<file path="src/rtl/stepper_pkg.sv">
// Shared types, constants and helpers for the stepper_multi button/address slice.
package stepper_pkg;

  // Per-channel debounce states.
  typedef enum logic [1:0] {
    IDLE         = 2'd0,
    PRESS_WAIT   = 2'd1,
    HELD         = 2'd2,
    RELEASE_WAIT = 2'd3
  } debounce_state_e;

  localparam int unsigned DEFAULT_DEBOUNCE_CYCLES = 4;

  // Bits needed to hold any value in 0..max_val (never less than one).
  function automatic int unsigned cnt_width(input int unsigned max_val);
    return (max_val < 1) ? 1 : $clog2(max_val + 1);
  endfunction

endpackage

</file>
<file path="src/rtl/btn_conditioner.sv">
// One push-button channel: 2-FF synchroniser, debounce FSM and a registered
// one-cycle press pulse. Optional auto-repeat while held is enabled by
// defining STEPPER_MULTI_AUTO_REPEAT_EN.
module btn_conditioner
  import stepper_pkg::*;
#(
  parameter int unsigned DEBOUNCE_CYCLES = DEFAULT_DEBOUNCE_CYCLES,
  parameter int unsigned HOLD_CYCLES     = 16,
  parameter int unsigned REPEAT_CYCLES   = 8
) (
  input  logic clock,
  input  logic reset,
  input  logic btn,
  output logic press
);

  localparam int unsigned CntW = cnt_width(DEBOUNCE_CYCLES);

  localparam logic [1:0] ST_IDLE         = IDLE;
  localparam logic [1:0] ST_PRESS_WAIT   = PRESS_WAIT;
  localparam logic [1:0] ST_HELD         = HELD;
  localparam logic [1:0] ST_RELEASE_WAIT = RELEASE_WAIT;

  logic            sync_meta, sync_q;
  logic [1:0]      state_q, state_d;
  logic [CntW-1:0] cnt_q, cnt_d;
  logic            deb_press;
  logic            press_q, press_d;

  // Two-flop synchroniser for the raw asynchronous button.
  always_ff @(posedge clock or negedge reset) begin
    if (!reset) begin
      sync_meta <= 1'b0;
      sync_q    <= 1'b0;
    end else begin
      sync_meta <= btn;
      sync_q    <= sync_meta;
    end
  end

  // Debounce next-state: a level change is accepted only after a full stable run.
  always_comb begin
    state_d   = state_q;
    cnt_d     = cnt_q;
    deb_press = 1'b0;
    case (state_q)
      ST_IDLE: begin
        if (sync_q) begin
          state_d = ST_PRESS_WAIT;
          cnt_d   = CntW'(1);
        end
      end
      ST_PRESS_WAIT: begin
        if (!sync_q) begin
          state_d = ST_IDLE;
        end else if (cnt_q == CntW'(DEBOUNCE_CYCLES)) begin
          state_d   = ST_HELD;
          deb_press = 1'b1;
        end else begin
          cnt_d = cnt_q + 1'b1;
        end
      end
      ST_HELD: begin
        if (!sync_q) begin
          state_d = ST_RELEASE_WAIT;
          cnt_d   = CntW'(1);
        end
      end
      ST_RELEASE_WAIT: begin
        // Bounce back to HELD never produces a second press.
        if (sync_q) begin
          state_d = ST_HELD;
        end else if (cnt_q == CntW'(DEBOUNCE_CYCLES)) begin
          state_d = ST_IDLE;
        end else begin
          cnt_d = cnt_q + 1'b1;
        end
      end
      default: state_d = ST_IDLE;
    endcase
  end

  // Debounce state and run counter.
  always_ff @(posedge clock or negedge reset) begin
    if (!reset) begin
      state_q <= ST_IDLE;
      cnt_q   <= '0;
    end else begin
      state_q <= state_d;
      cnt_q   <= cnt_d;
    end
  end

`ifdef STEPPER_MULTI_AUTO_REPEAT_EN
  localparam int unsigned HoldMax = (HOLD_CYCLES > REPEAT_CYCLES) ? HOLD_CYCLES : REPEAT_CYCLES;
  localparam int unsigned HoldW   = cnt_width(HoldMax);

  logic [HoldW-1:0] hold_q, hold_d, hold_inc, hold_target;
  logic             repeating_q, repeating_d;
  logic             rep_press;

  // Hold counter runs only while staying in HELD; first gap is HOLD, then REPEAT.
  always_comb begin
    hold_d      = '0;
    repeating_d = 1'b0;
    rep_press   = 1'b0;
    hold_inc    = hold_q + 1'b1;
    hold_target = repeating_q ? HoldW'(REPEAT_CYCLES) : HoldW'(HOLD_CYCLES);
    if (state_q == ST_HELD && state_d == ST_HELD) begin
      if (hold_inc == hold_target) begin
        rep_press   = 1'b1;
        repeating_d = 1'b1;
      end else begin
        hold_d      = hold_inc;
        repeating_d = repeating_q;
      end
    end
  end

  // Auto-repeat counter state.
  always_ff @(posedge clock or negedge reset) begin
    if (!reset) begin
      hold_q      <= '0;
      repeating_q <= 1'b0;
    end else begin
      hold_q      <= hold_d;
      repeating_q <= repeating_d;
    end
  end

  assign press_d = deb_press | rep_press;
`else
  logic unused_cfg;
  assign unused_cfg = ^{HOLD_CYCLES, REPEAT_CYCLES};
  assign press_d    = deb_press;
`endif

  // Registered one-cycle press pulse.
  always_ff @(posedge clock or negedge reset) begin
    if (!reset) begin
      press_q <= 1'b0;
    end else begin
      press_q <= press_d;
    end
  end

  assign press = press_q;

endmodule

</file>
<file path="src/rtl/stepper_multi.sv">
// Bounded up/down address stepper driven by two debounced push-buttons, with
// synchronous load and wrap or saturate behaviour at the limits. Auto-repeat
// of held buttons is enabled by defining STEPPER_MULTI_AUTO_REPEAT_EN.
module stepper_multi
  import stepper_pkg::*;
#(
  parameter int unsigned ADDR_W          = 3,
  parameter int unsigned ADDR_MAX        = 7,
  parameter int unsigned DEBOUNCE_CYCLES = DEFAULT_DEBOUNCE_CYCLES,
  parameter int unsigned WRAP            = 1,
  parameter int unsigned HOLD_CYCLES     = 16,
  parameter int unsigned REPEAT_CYCLES   = 8
) (
  input  logic              clock,
  input  logic              reset,
  input  logic              step_up,
  input  logic              step_down,
  input  logic              load,
  input  logic [ADDR_W-1:0] load_value,
  output logic [ADDR_W-1:0] address,
  output logic              step_pulse,
  output logic              at_limit
);

  localparam logic [ADDR_W-1:0] AddrMax = ADDR_W'(ADDR_MAX);

  logic              up_press, down_press;
  logic [ADDR_W-1:0] addr_q, addr_d;
  logic              step_q, step_d;
  logic              limit_q, limit_d;

  btn_conditioner #(
    .DEBOUNCE_CYCLES (DEBOUNCE_CYCLES),
    .HOLD_CYCLES     (HOLD_CYCLES),
    .REPEAT_CYCLES   (REPEAT_CYCLES)
  ) u_up (
    .clock (clock),
    .reset (reset),
    .btn   (step_up),
    .press (up_press)
  );

  btn_conditioner #(
    .DEBOUNCE_CYCLES (DEBOUNCE_CYCLES),
    .HOLD_CYCLES     (HOLD_CYCLES),
    .REPEAT_CYCLES   (REPEAT_CYCLES)
  ) u_down (
    .clock (clock),
    .reset (reset),
    .btn   (step_down),
    .press (down_press)
  );

  // Arbitration: load wins, simultaneous presses cancel, else a single step.
  always_comb begin
    addr_d  = addr_q;
    limit_d = 1'b0;
    if (load) begin
      addr_d = (load_value > AddrMax) ? AddrMax : load_value;
    end else if (up_press ^ down_press) begin
      if (up_press) begin
        if (addr_q < AddrMax) begin
          addr_d = addr_q + 1'b1;
        end else if (WRAP != 0) begin
          addr_d = '0;
        end else begin
          limit_d = 1'b1;
        end
      end else begin
        if (addr_q != '0) begin
          addr_d = addr_q - 1'b1;
        end else if (WRAP != 0) begin
          addr_d = AddrMax;
        end else begin
          limit_d = 1'b1;
        end
      end
    end
    step_d = (addr_d != addr_q);
  end

  // Address and status flag registers.
  always_ff @(posedge clock or negedge reset) begin
    if (!reset) begin
      addr_q  <= '0;
      step_q  <= 1'b0;
      limit_q <= 1'b0;
    end else begin
      addr_q  <= addr_d;
      step_q  <= step_d;
      limit_q <= limit_d;
    end
  end

  assign address    = addr_q;
  assign step_pulse = step_q;
  assign at_limit   = limit_q;

endmodule
</file>
<file path="config.mk">
export PLATFORM = sky130hd
export DESIGN_NAME = stepper_multi
export DESIGN_NICKNAME = d
export VERILOG_FILES = /design/src/rtl/stepper_pkg.sv /design/src/rtl/btn_conditioner.sv /design/src/rtl/stepper_multi.sv
export SDC_FILE = /design/constraint.sdc
export NUM_CORES = 1
export LEC_CHECK = 0
export CORE_MARGIN = 2
export CORE_UTILIZATION = 57
export DETAILED_ROUTE_END_ITERATION = 10
export GPL_TIMING_DRIVEN = 0
export PLACE_DENSITY_LB_ADDON = 0.12
export SETUP_SLACK_MARGIN = 0.5
export SKIP_CTS_REPAIR_TIMING = 1
export SLEW_MARGIN = 10
export SYNTH_ARGS = -nofsm -noshare
export SYNTH_HDL_FRONTEND = slang
export SYNTH_SLANG_ARGS = --single-unit
export TNS_END_PERCENT = 20
</file>
<file path="constraint.sdc">
create_clock -name clock -period 3.6 [get_ports clock]
set_input_delay 0.72 -clock clock [delete_from_list [all_inputs] [get_ports clock]]
set_output_delay 0.72 -clock clock [all_outputs]
set_load 0.01 [all_outputs]
</file>
==> Word level (Yosys, flattened, before mapping) <==
Index checks and enable logic that the tools add are counted.
{ "classes": {"mux": 38, "order_cmp": 2, "bitwise": 1, "n_reduce_logical": 7, "eq_ne": 21, "add_sub_neg": 4} }
{ "ops": {"columns": ["op", "n"], "rows": [
  ["$mux W3", 16],
  ["$mux W2", 12],
  ["$pmux W3 S4", 2],
  ["$pmux W2 S4", 2],
  ["$reduce_and A4 Y1", 4],
  ["$add A3 B1 Y3 const B", 3],
  ["$eq A2 B2 Y1 const B", 4],
  ["$ne A2 B1 Y1 const B", 4],
  ["$ne A2 B2 Y1 const B", 4],
  ["$eq A3 B3 Y1 const B", 2],
  ["$mux W1", 6],
  ["$ne A3 B1 Y1 const B", 2],
  ["$ne A3 B3 Y1 const B", 2],
  ["$eq A2 B1 Y1 const B", 2],
  ["$logic_not A2 Y1", 2],
  ["$gt A3 B3 Y1 const B", 1],
  ["$lt A3 B3 Y1 const B", 1],
  ["$ne A3 B3 Y1", 1],
  ["$reduce_bool A3 Y1", 1],
  ["$sub A3 B1 Y3 const B", 1],
  ["$xor A1 B1 Y1", 1]
]} }
{ "word_totals": {"register_bits": 20, "elab_cells": 85, "out_inout_bits": 5} }

==> Logic depth before layout (Yosys ltp) <==
{ "depth": {"ltp_word": 6, "depth_mapped": 6, "depth_no_buf": 6} }

==> By module <==
From an unflattened synthesis, not the netlist that was laid out.
{ "hier_totals": {"cells_unflattened": 96, "hier_area_um2": 1042.2} }
{ "by_module_without_submodules": {"columns": ["module", "cells_per_inst", "n_inst", "seq_area_each_um2", "area_per_inst_um2"], "rows": [
  ["btn_conditioner", 26, 2, 200.2, 334.1],
  ["stepper_multi", 44, 1, 100.1, 374.1]
]} }

==> Worst setup path after synthesis <==
No wires, ideal clock.
{ "synth_timing": {"path_type": "register -> register", "from": "register addr_q[0] (netlist: address[0])", "to": "register addr_q[1] (netlist: address[1])", "arrival_time_ns": 1.284, "path_stages_with_launch": 5, "required_ns": 3.524, "path_buffers": 0, "setup_slack_ns": 2.239, "cell_sequence": "dfrtp_1 > inv_1 > ha_1 > o32a_1 > o21ai_1"} }
{ "synth_between": {"elab_chain_cells": 5, "elab_cells_between_ends": 9} }
{ "synth_rtl": {"columns": ["item", "line_no", "source"], "rows": [
  ["from (decl)", "stepper_multi.sv:28", "logic [ADDR_W-1:0] addr_q, addr_d;"],
  ["from (signal assigned)", "stepper_multi.sv:89", "addr_q <= addr_d;"],
  ["$sub A3 B1 Y3, or another cell as far along", "stepper_multi.sv:71", "addr_d = addr_q - 1'b1;"],
  ["$mux W3 (on tied branches)", "stepper_multi.sv:70, stepper_multi.sv:62", null],
  ["$mux W3 (*)", "stepper_multi.sv:61", "if (up_press) begin"],
  ["$mux W3 (*)", "stepper_multi.sv:60", "end else if (up_press ^ down_press) begin"],
  ["$mux W3 (*)", "stepper_multi.sv:58", "if (load) begin"],
  ["net addr_d[1]", "stepper_multi.sv:28", null]
]} }
The timed path passes the listed nets; every way through them passes the cells marked *.
A chain may end at the register's enable or synchronous reset.

==> Final worst setup path <==
{ "layout_timing": {"from": "register addr_q[0] (netlist: address[0])", "to": "output address[0]"} }
{ "layout_rtl": {"columns": ["item", "line_no", "source"], "rows": [
  ["to (decl)", "stepper_multi.sv:20", "output logic [ADDR_W-1:0] address,"]
]} }
No word-level cell between the ends.

==> flow_summary.ini <==
[setup_path]
worstPathRequired_ps = 2880
worst-path-buf-inv = 1
crit_path_start_kind = flip-flop
slowest_delay_ps = 580
path_max_fanout = 7
critPathKind = reg -> out
r2r_setup_slack_ps = 2150
end_kind = output pin
cp_cell_sequence = clkdlybuf4s50_1
cp_slowest_cell = clkdlybuf4s50_1
timing.rr.start = address[0]
crit_arrival_ps = 1360
crit_family = buffers and inverters
r2r_cells = 4
timing.rr.end = address[1]

[route]
vias = 697
antenna_left = 0
drc = 0
wirelength_um = 1520
wl_per_cell_um = 11.6
dr.pass1.iters = 5
drt-vias-per-instance = 5.32
drtIter0Drc = 8

[clock_tree]
clock_tree.root_cell = clkbuf_4
cts_inserted_buffers = 3
clock-sinks = 20
clk_path_buf_depth = 2
cts_tree = done
htreeDepth = 1
worstSkewPairLatency_ps = 290
clk_pin_slew_worst_paths_ps = 100

[layout]
fin_util = 0.690
n_antenna_cell = 0
area_growth_pct = 16.8
final_area_um2 = 1160
fin_cells = 131
final_layout_size_suffix_gt1_frac = 0.0789
num-nets-final = 130
fillCellCount = 129

[floorplan]
die_area_um2 = 2100
rows = 15
die_h_um = 45.8
die_x_um = 45.8
ios = 13
start_util = 0.590
core_um2 = 1690

[synth]
synth_simple_gate_area_share = 0.153
synth_seq_area_share = 0.502
synthXorXnorAreaFrac = 0.0602
yosysWarningCount = 0
yosys.area.top_type = dfrtp_1
synth-edff-count = 0
yosys-top-cells-count = dfrtp_1 (20), nand2_1 (12), inv_1 (9), nor2_1 (9), ha_1 (7)
synth_fp_nets = 114
synthFlopType = dfrtp_1
yosys-top-cells-area = dfrtp_1 (50%), ha_1 (8.8%), nand2_1 (4.5%)
yosys.area_share.adder = 0.0878
synth_top_family_by_area = simple AND/OR/NAND/NOR gates
synthMuxAreaShare = 0.0113
synth_compound_area_frac = 0.141
synth-seq-cells = 20
postSynthAreaPerCell_um2 = 10.1
syn_inst = 99
synthArstFlopShare = 1.00
yosysTopAreaCellShare = 0.502
yosysUniqueCellTypes = 33
synthesis.area_um2 = 997
yosysMostFrequentCell = dfrtp_1

[placement]
io_buffers = 11
dpl_cell_area_um2 = 1130
dpl.cell_count = 127
dp_hpwl_um = 1170
gp_congestion = 0.812

[power_and_ir_drop]
p_per_area_nw_per_um2 = 610
power_frac_seq = 0.489
sw_frac_of_total = 0.347
p_int_w = 0.000464
total_leakage_power_nw = 0.559
vdd_drop_max_uv = 355
total_power_w = 0.000711
pwr-share-clk = 0.174
p_comb_frac = 0.337
switching_power_w = 0.000247

[worst_hold_path]
min_from = u_down.sync_meta
hold_depth = 0
hold_path_end = u_down.sync_q
hp-class = reg -> reg

[job]
drv_cap = 0

[grt]
grt_max_degree = 21
track_usage = 0.172
grt_pass1_vias = 632
grt_first_pass_wirelength_um = 2500
globalRouteOverflowTotal = 0
antenna_found_initial = 0

[sta]
finalCritPeriodShare = 0.577
max_freq_mhz = 481
worst_slew_pin_slew_ps = 837
fin_setup_tns_ps = 0
period_needed_ps = 2080
finalHoldViolCount = 0
rsz0062_at_grt = false
final-setup-viol-count = 0
slew_violations = 0
slew_headroom = 0.440
skew_ps = 0.884

[run_status]
status = finished clean
worst register-to-register path: cells and delay by family (launching register included):
kind | cells | cell delay, ps
DFF | 1 | 480
buffers and inverters | 1 | 100
AOI/OAI and AO/OA | 2 | 480
adders and majority gates | 1 | 320
power groups by stage:
stage | Sequential (W) | Combinational [W] | Clock, W
3_3_place_gp | 0.000348 | 0.000229 | 0
4_1_cts | 0.000347 | 0.000243 | 0.000132
2_1_floorplan | 0.000341 | 0.000176 | 0
6_report | 0.000347 | 0.000240 | 0.000124
3_5_place_dp | 0.000352 | 0.000241 | 0
5_1_grt | 0.000356 | 0.000277 | 0.000139
worst max-delay path by stage:
stage / from / endpoint / slack (ps) / cells past startpoint
after CTS: address[0] / address[0] / 1500 / 1
after global routing: address[1] / address[1] / 1440 / 1
final: address[0] / address[0] / 1520 / 1
after floorplan: address[0] / address[1] / 2240 / 4
after detailed placement: load / address[2] / 1770 / 4
after global placement: load / address[2] / 1780 / 4
cells in the final DEF (no fill, tap or decap), types with 2 or more instances in the layout:
master,count
dfrtp_1,20
nand2_1,12
clkdlybuf4s50_1,11
inv_1,9
nor2_1,9
ha_1,7
a21oi_1,6
o21ai_0,4
nand3_1,4
xnor2_1,3
clkbuf_4,3
xor2_1,2
registers in the layout, indices dropped and copies added, names as in the netlist, named ones only:
| signal | count |
|---|---|
| address | 3 |
| step_pulse | 1 |
| u_down.cnt_q | 3 |
| u_down.press | 1 |
| u_down.state_q | 1 |
| u_down.sync_meta | 1 |
| u_down.sync_q | 1 |
| u_up.cnt_q | 3 |
| u_up.press | 1 |
| u_up.state_q | 1 |
| u_up.sync_meta | 1 |
| u_up.sync_q | 1 |
routing by layer:
metal	global-route usage	vias to the layer above	wire [um]
met5	0	-	0
li1	-	362	-
met2	0.259	19	704
met3	0.0595	0	83
met1	0.226	316	734
met4	0.0743	0	0
metrics by stage:
| step | setup slack, ps | hold slack (ps) |
|---|---|---|
| floorplan | 2240 | 331 |
| global placement | 1780 | 335 |
| detailed placement | 1770 | 345 |
| CTS | 1500 | 370 |
| global route | 1440 | 375 |
| finish | 1520 | 365 |
cell families after synthesis:
family / after synthesis
adder cells (fa/ha/maj): 7
AO/OA/AOI/OAI: 21
multiplexers: 1
buffers and inverters: 10
other: 1
XOR/XNOR: 6
flip-flops: 20
AND/OR/NAND/NOR: 33
cell type report:
type / instances / area [um^2] / area share
clock buffers: 4 / 36.3 / 0.0311
flip-flops and latches: 20 / 500 / 0.430
plain buffers: 1 / 7.51 / 0.00644
inverters: 9 / 33.8 / 0.0290
well taps: 17 / 21.3 / 0.0183
multi-input cells: 69 / 455 / 0.391
repair buffers: 11 / 110 / 0.0945
Power figures use the tool's default switching activity.
